<file path="src/rtl/dmem_arbiter_if.sv">
// dmem_arbiter_if: bundles the two requester ports and the single-port data
// memory lines of the data-memory arbiter.
//   slave  modport : arbiter view (requests and memory read data in; acks,
//                    stall/busy and memory strobes out)
//   master modport : environment view (requesters plus data memory)
// Signals:
//   req_i, we_i        per-port request / write enable (bit p = port p)
//   addr0_i, addr1_i   per-port word address
//   wdata0_i, wdata1_i per-port write data
//   ack_o, rdata_o     one-cycle completion pulse and read data
//   stall_o, busy_o    CPU stall and arbiter-busy indications
//   mem_*              address, write data, MemRead, MemWrite, read data
interface dmem_arbiter_if #(
  parameter int ADDR_W = 5,
  parameter int DATA_W = 32
);
  logic [1:0]        req_i;
  logic [1:0]        we_i;
  logic [ADDR_W-1:0] addr0_i;
  logic [ADDR_W-1:0] addr1_i;
  logic [DATA_W-1:0] wdata0_i;
  logic [DATA_W-1:0] wdata1_i;
  logic [1:0]        ack_o;
  logic [DATA_W-1:0] rdata_o;
  logic              stall_o;
  logic              busy_o;
  logic [ADDR_W-1:0] mem_addr_o;
  logic [DATA_W-1:0] mem_wdata_o;
  logic              mem_read_o;
  logic              mem_write_o;
  logic [DATA_W-1:0] mem_rdata_i;

  modport slave (
    input  req_i, we_i, addr0_i, addr1_i, wdata0_i, wdata1_i, mem_rdata_i,
    output ack_o, rdata_o, stall_o, busy_o,
    output mem_addr_o, mem_wdata_o, mem_read_o, mem_write_o
  );

  modport master (
    output req_i, we_i, addr0_i, addr1_i, wdata0_i, wdata1_i, mem_rdata_i,
    input  ack_o, rdata_o, stall_o, busy_o,
    input  mem_addr_o, mem_wdata_o, mem_read_o, mem_write_o
  );
endinterface

</file>
<file path="src/rtl/dmem_arbiter.sv">
// dmem_arbiter: two-port arbiter/sequencer in front of the single-port data
// memory. Port 0 is the CPU MEM stage, port 1 the debug/program loader.
// One access takes three cycles: IDLE (grant + latch) -> ISSUE (memory
// strobes for exactly one cycle, read data captured) -> DONE (ack pulse).
// Ports:
//   clk    clock, all state changes on posedge
//   reset  synchronous active-high reset
//   bus    dmem_arbiter_if.slave (requests, acks, stall/busy, memory lines)
// Optional build macro DMEM_ARB_RR_EN: round-robin arbitration on contention
// using a last_grant register (reset 1). Undefined: port 0 always wins.
module dmem_arbiter #(
  parameter int ADDR_W = 5,
  parameter int DATA_W = 32
) (
  input  logic           clk,
  input  logic           reset,
  dmem_arbiter_if.slave  bus
);

  typedef enum logic [1:0] {
    IDLE  = 2'd0,
    ISSUE = 2'd1,
    DONE  = 2'd2
  } state_t;

  state_t            state_r;
  state_t            state_s;
  logic              owner_r;
  logic [ADDR_W-1:0] addr_r;
  logic              we_r;
  logic [DATA_W-1:0] wdata_r;
  logic [DATA_W-1:0] rdata_r;
  logic              grant_s;
  logic              take_s;
  logic [1:0]        ack_s;
  logic [DATA_W-1:0] rdata_s;
  logic              mem_read_s;
  logic              mem_write_s;

`ifdef DMEM_ARB_RR_EN
  logic              last_grant_r;
`endif

  // A grant happens only in IDLE with at least one port requesting.
  assign take_s = (state_r == IDLE) && (bus.req_i != 2'b00);

  // Winner selection; only meaningful while take_s is high.
  always_comb begin
    grant_s = 1'b0;
`ifdef DMEM_ARB_RR_EN
    if (bus.req_i == 2'b11) begin
      grant_s = ~last_grant_r;
    end else if (bus.req_i[0]) begin
      grant_s = 1'b0;
    end else begin
      grant_s = 1'b1;
    end
`else
    if (bus.req_i[0]) begin
      grant_s = 1'b0;
    end else begin
      grant_s = 1'b1;
    end
`endif
  end

  // State register.
  always_ff @(posedge clk) begin
    if (reset) begin
      state_r <= IDLE;
    end else begin
      state_r <= state_s;
    end
  end

  // Next-state logic: fixed three-cycle sequence once a request is seen.
  always_comb begin
    state_s = state_r;
    case (state_r)
      IDLE: begin
        if (bus.req_i != 2'b00) begin
          state_s = ISSUE;
        end else begin
          state_s = IDLE;
        end
      end
      ISSUE:   state_s = DONE;
      DONE:    state_s = IDLE;
      default: state_s = IDLE;
    endcase
  end

  // Latch the winner and its address/direction/data in the granting cycle;
  // later changes on the request lines are ignored until the next grant.
  always_ff @(posedge clk) begin
    if (reset) begin
      owner_r <= 1'b0;
      addr_r  <= {ADDR_W{1'b0}};
      we_r    <= 1'b0;
      wdata_r <= {DATA_W{1'b0}};
    end else if (take_s) begin
      owner_r <= grant_s;
      addr_r  <= grant_s ? bus.addr1_i  : bus.addr0_i;
      we_r    <= grant_s ? bus.we_i[1]  : bus.we_i[0];
      wdata_r <= grant_s ? bus.wdata1_i : bus.wdata0_i;
    end
  end

  // Capture combinational memory read data at the edge closing ISSUE.
  always_ff @(posedge clk) begin
    if (reset) begin
      rdata_r <= {DATA_W{1'b0}};
    end else if ((state_r == ISSUE) && !we_r) begin
      rdata_r <= bus.mem_rdata_i;
    end
  end

`ifdef DMEM_ARB_RR_EN
  // Remember the most recent winner so contention alternates.
  always_ff @(posedge clk) begin
    if (reset) begin
      last_grant_r <= 1'b1;
    end else if (take_s) begin
      last_grant_r <= grant_s;
    end
  end
`endif

  // Output decode. The write strobe is gated by reset so a reset landing in
  // ISSUE never commits a write; an ack in DONE is still driven under reset.
  always_comb begin
    ack_s       = 2'b00;
    rdata_s     = {DATA_W{1'b0}};
    mem_read_s  = 1'b0;
    mem_write_s = 1'b0;
    case (state_r)
      IDLE: begin
        ack_s = 2'b00;
      end
      ISSUE: begin
        mem_read_s  = ~we_r;
        mem_write_s = we_r & ~reset;
      end
      DONE: begin
        ack_s[owner_r] = 1'b1;
        if (we_r) begin
          rdata_s = {DATA_W{1'b0}};
        end else begin
          rdata_s = rdata_r;
        end
      end
      default: begin
        ack_s = 2'b00;
      end
    endcase
  end

  assign bus.ack_o       = ack_s;
  assign bus.rdata_o     = rdata_s;
  assign bus.mem_read_o  = mem_read_s;
  assign bus.mem_write_o = mem_write_s;
  assign bus.mem_addr_o  = addr_r;
  assign bus.mem_wdata_o = wdata_r;
  assign bus.busy_o      = (state_r != IDLE);
  assign bus.stall_o     = bus.req_i[0] & ~ack_s[0];

endmodule

</file>
<file path="src/flat_wrapper.sv">
// flat-port wrapper written by rule: the top's interface ports become plain ports
module dmem_arbiter_flat 
#(
  parameter int ADDR_W = 5,
  parameter int DATA_W = 32
)
  (clk, reset, bus_req_i, bus_we_i, bus_addr0_i, bus_addr1_i, bus_wdata0_i, bus_wdata1_i, bus_mem_rdata_i, bus_ack_o, bus_rdata_o, bus_stall_o, bus_busy_o, bus_mem_addr_o, bus_mem_wdata_o, bus_mem_read_o, bus_mem_write_o);
  dmem_arbiter_if #(.ADDR_W(ADDR_W), .DATA_W(DATA_W)) bus_i ();
  input  logic clk;
  input  logic reset;
  input wire logic [$bits(bus_i.req_i)-1:0] bus_req_i;
  input wire logic [$bits(bus_i.we_i)-1:0] bus_we_i;
  input wire logic [$bits(bus_i.addr0_i)-1:0] bus_addr0_i;
  input wire logic [$bits(bus_i.addr1_i)-1:0] bus_addr1_i;
  input wire logic [$bits(bus_i.wdata0_i)-1:0] bus_wdata0_i;
  input wire logic [$bits(bus_i.wdata1_i)-1:0] bus_wdata1_i;
  input wire logic [$bits(bus_i.mem_rdata_i)-1:0] bus_mem_rdata_i;
  output wire logic [$bits(bus_i.ack_o)-1:0] bus_ack_o;
  output wire logic [$bits(bus_i.rdata_o)-1:0] bus_rdata_o;
  output wire logic [$bits(bus_i.stall_o)-1:0] bus_stall_o;
  output wire logic [$bits(bus_i.busy_o)-1:0] bus_busy_o;
  output wire logic [$bits(bus_i.mem_addr_o)-1:0] bus_mem_addr_o;
  output wire logic [$bits(bus_i.mem_wdata_o)-1:0] bus_mem_wdata_o;
  output wire logic [$bits(bus_i.mem_read_o)-1:0] bus_mem_read_o;
  output wire logic [$bits(bus_i.mem_write_o)-1:0] bus_mem_write_o;
  assign bus_i.req_i = bus_req_i;
  assign bus_i.we_i = bus_we_i;
  assign bus_i.addr0_i = bus_addr0_i;
  assign bus_i.addr1_i = bus_addr1_i;
  assign bus_i.wdata0_i = bus_wdata0_i;
  assign bus_i.wdata1_i = bus_wdata1_i;
  assign bus_i.mem_rdata_i = bus_mem_rdata_i;
  assign bus_ack_o = bus_i.ack_o;
  assign bus_rdata_o = bus_i.rdata_o;
  assign bus_stall_o = bus_i.stall_o;
  assign bus_busy_o = bus_i.busy_o;
  assign bus_mem_addr_o = bus_i.mem_addr_o;
  assign bus_mem_wdata_o = bus_i.mem_wdata_o;
  assign bus_mem_read_o = bus_i.mem_read_o;
  assign bus_mem_write_o = bus_i.mem_write_o;
  dmem_arbiter #(.ADDR_W(ADDR_W), .DATA_W(DATA_W)) u_core (.clk(clk), .reset(reset), .bus(bus_i));
endmodule
</file>
<file path="config.mk">
export PLATFORM = sky130hd
export DESIGN_NAME = dmem_arbiter_flat
export DESIGN_NICKNAME = d
export VERILOG_FILES = /design/src/rtl/dmem_arbiter_if.sv /design/src/rtl/dmem_arbiter.sv /design/src/flat_wrapper.sv
export SDC_FILE = /design/constraint.sdc
export NUM_CORES = 1
export LEC_CHECK = 0
export ABC_AREA = 1
export BUFFER_PORTS_ARGS = -buffer_cell sky130_fd_sc_hd__buf_2
export CORE_ASPECT_RATIO = 0.6
export CORE_MARGIN = 8
export CORE_UTILIZATION = 46
export CTS_CLUSTER_DIAMETER = 200
export DETAILED_ROUTE_END_ITERATION = 10
export PLACE_DENSITY = 0.81
export RECOVER_POWER = 100
export SLEW_MARGIN = 15
export SYNTH_ARGS = -nofsm -noshare
export SYNTH_HDL_FRONTEND = slang
export SYNTH_SLANG_ARGS = --single-unit
</file>
<file path="constraint.sdc">
create_clock -name clk -period 1.3 [get_ports clk]
set_input_delay 0.065 -clock clk [delete_from_list [all_inputs] [get_ports clk]]
set_output_delay 0.065 -clock clk [all_outputs]
set_load 0.02 [all_outputs]
</file>
==> metrics.txt <==
Final Skew 4.95 ps; Worst Hold Path EP u_core.bus.mem_wdata_o[0]$_SDFFE_PP0P_; GP Congestion 0.777; static leakage 3.09 nW; Synth cell types 16; Detailed Routing Iterations Pass 1 5; DP Area between 4000 and 5000 um2; Starting DRT DRC Count 193; final setup margin -68.1 ps; DRT antenna net count 0; grt total ovfl 0; sequential cell area fraction in the yosys report 40.3%; Post-Layout Cell Count 951; Die Wd ~130 um; Cells after Synth between 600 and 700; Register Area approximately 1500 um2; routed len/inst between 10 and 15 um; PD cells 1230 nW/um2; DRC Markers 0; IO buf count 186; RSZ-0062 raised after global routing true; full die area around 11,000 um2; Fmax ~730 MHz; Netlist Area Pre-Place ~3600 um2; # clock sinks 73; top cell type's share of synthesized area 40.3%; IO Count 187; Yosys Warn Count 0; final setup violation count 32; drt total wl 12,100 um; largest cells by area after synthesis dfxtp_1 40%, nand2_1 27%, nor2_1 18%; Synth Net Count 740; vias in the first global route 4,225; critical path launch point type register; Multi-input gate area 1770 um2; Fin. Hold Viols 0; Fillers roughly 670; worst hold stages 5; R2R cell count 5; NumNets Final 949; CP Capture Type output pin; P&R area growth vs syn 54.4%; Initial Utilization 46.8%; Worst Hold Launch bus_wdata1_i[0]; Power Total 6.91 mW; pre-CTS WS ~190 ps; # H-tree levels 3; via count 4,222; MaxCap Viol Count 0; Final min period 1370 ps; CTS Buffer Depth 2; setup slack, reg-to-reg 60 ps; Worst EP required 1240 ps; die height 84.8 um; r2r endpoint u_core.rdata_r[16]$_SDFFE_PP0P_; Cells after DPL 897; dominant cell type by area after synthesis dfxtp_1; Tcrit/Tclk final 105%; Placeable Area 7760 um2; Worst slew margin 75.5%; largest net degree at the start of global routing 46; Setup TNS -1140 ps; Least-Margin Pin Slew 368 ps; global-route wire length before repair 19,400 um; cell area after layout 5600 um2; Avg Vias per Cell 4.44; worst r2r src u_core.state_r[1]$_SDFF_PP0_; TritonCTS Buffers 9; Slew Viols, Final 0; initial antenna violation count 1; status complete, but fails checks; Crit Path Max Fanout 16; Rows 25; most common cell after layout, fill and taps aside nand2_1; fraction of layout cells with a size suffix above 1 25.9%; Worst Path Arrival 1300 ps; commonest non-fill, non-tap cells in the layout 260 x nand2_1, 145 x nor2_1, 114 x buf_2; average size of a mapped cell 5.78 um2; Hold WC Path Type primary input to register; TritonCTS clock tree built; HPWL Detailed about 8000 um; Setup Crit Path Kind register to output pin; Worst-Skew Late Latency 320 ps; GR Util All Layers 21.7%; register bit total from synthesis 73; Clock transition at path regs 60 ps; failing checks negative setup slack; worst vdd ir 0.965 mV; Root Buffer clkbuf_16
[worst max path at each step]
| stage | slack [ps] | startpoint | cells past startpoint | endpoint |
|---|---|---|---|---|
| 6_report | -70 | u_core.we_r$_SDFFE_PP0P_ | 5 | bus_rdata_o[4] |
| 5_1_grt | -140 | u_core.we_r$_SDFFE_PP0P_ | 5 | bus_rdata_o[20] |
| 3_3_place_gp | 230 | u_core.we_r$_SDFFE_PP0P_ | 5 | bus_rdata_o[31] |
| 3_5_place_dp | 190 | u_core.state_r[1]$_SDFF_PP0_ | 6 | u_core.rdata_r[26]$_SDFFE_PP0P_ |
| 2_1_floorplan | 250 | u_core.state_r[1]$_SDFF_PP0_ | 3 | bus_rdata_o[10] |
| 4_1_cts | -80 | u_core.we_r$_SDFFE_PP0P_ | 5 | bus_rdata_o[19] |
[per-layer routing]
| metal | wire length [um] | up-vias | global-route usage (%) |
|---|---|---|---|
| met5 | 0 | - | 0 |
| met4 | 316 | 0 | 8.39 |
| met3 | 991 | 28 | 6.14 |
| met2 | 6160 | 150 | 38.9 |
| met1 | 4640 | 1835 | 23.4 |
| li1 | - | 2209 | - |
[report_power, final]
| group | internal, mW | switching [mW] | leakage (nW) |
|---|---|---|---|
| Combinational | 0.628 | 1.01 | 2.33 |
| Clock | 1.78 | 0.911 | 0.162 |
| Sequential | 2.48 | 0.104 | 0.604 |
[critical path, cell delays in order, from the launching register on]
cell and delay, ps:
dfxtp_1 300, inv_2 100, nand3_4 120, buf_12 190
nor2_2 120, buf_6 140
[cell usage after synthesis]
library cell / n
inv_1: 76
clkbuf_1: 7
buf_4: 9
buf_6: 3
dfxtp_1: 73
nor3_1: 1
nand2_1: 259
nor2_1: 176
buf_2: 13
nand3_1: 2
a21oi_1: 1
nor2_2: 1
buf_1: 2
nand2_2: 1
inv_2: 3
o21ai_0: 1
[sequential cells by signal, summed over array words and instances, names as in the netlist]
signal / count
u_core.bus.mem_wdata_o: 32
u_core.bus.mem_addr_o: 5
u_core.we_r: 1
u_core.state_r: 2
u_core.owner_r: 1
u_core.rdata_r: 32
[cell families after synthesis]
logic type | after synthesis | share of synthesized area [%]
buf+inv | 113 | 13.7
flops | 73 | 40.3
simple gates | 440 | 45.8
compound gates | 2 | 0.276
[repair_timing]
item,4_1_cts,5_1_grt
pin swaps,1,0
hold endpoints to repair,34,0
gates cloned,3,0
hold buffers,33,0
setup buffers,1,0
setup endpoints to repair,33,35
resized for setup,65,36
[area by class of cell]
type | count | share of cell area (%)
tap | 108 | 2.41
multi-input combinational | 442 | 31.6
timing repair buffer | 232 | 28.6
clock inverter | 5 | 1.38
antenna | 1 | 0.0447
sequential | 73 | 26.1
clock buffer | 11 | 4.51
inverter | 79 | 5.29
[stage by stage]
stage | hold slack (ps) | util, %
detailed placement | 288 | 59.7
global placement | 286 | 59.7
global route | 65.5 | 72.2
floorplan | 137 | -
CTS | 51.5 | 71.7
finish | 54.1 | 72.2
Note: power is estimated with default switching activity, not from simulation.
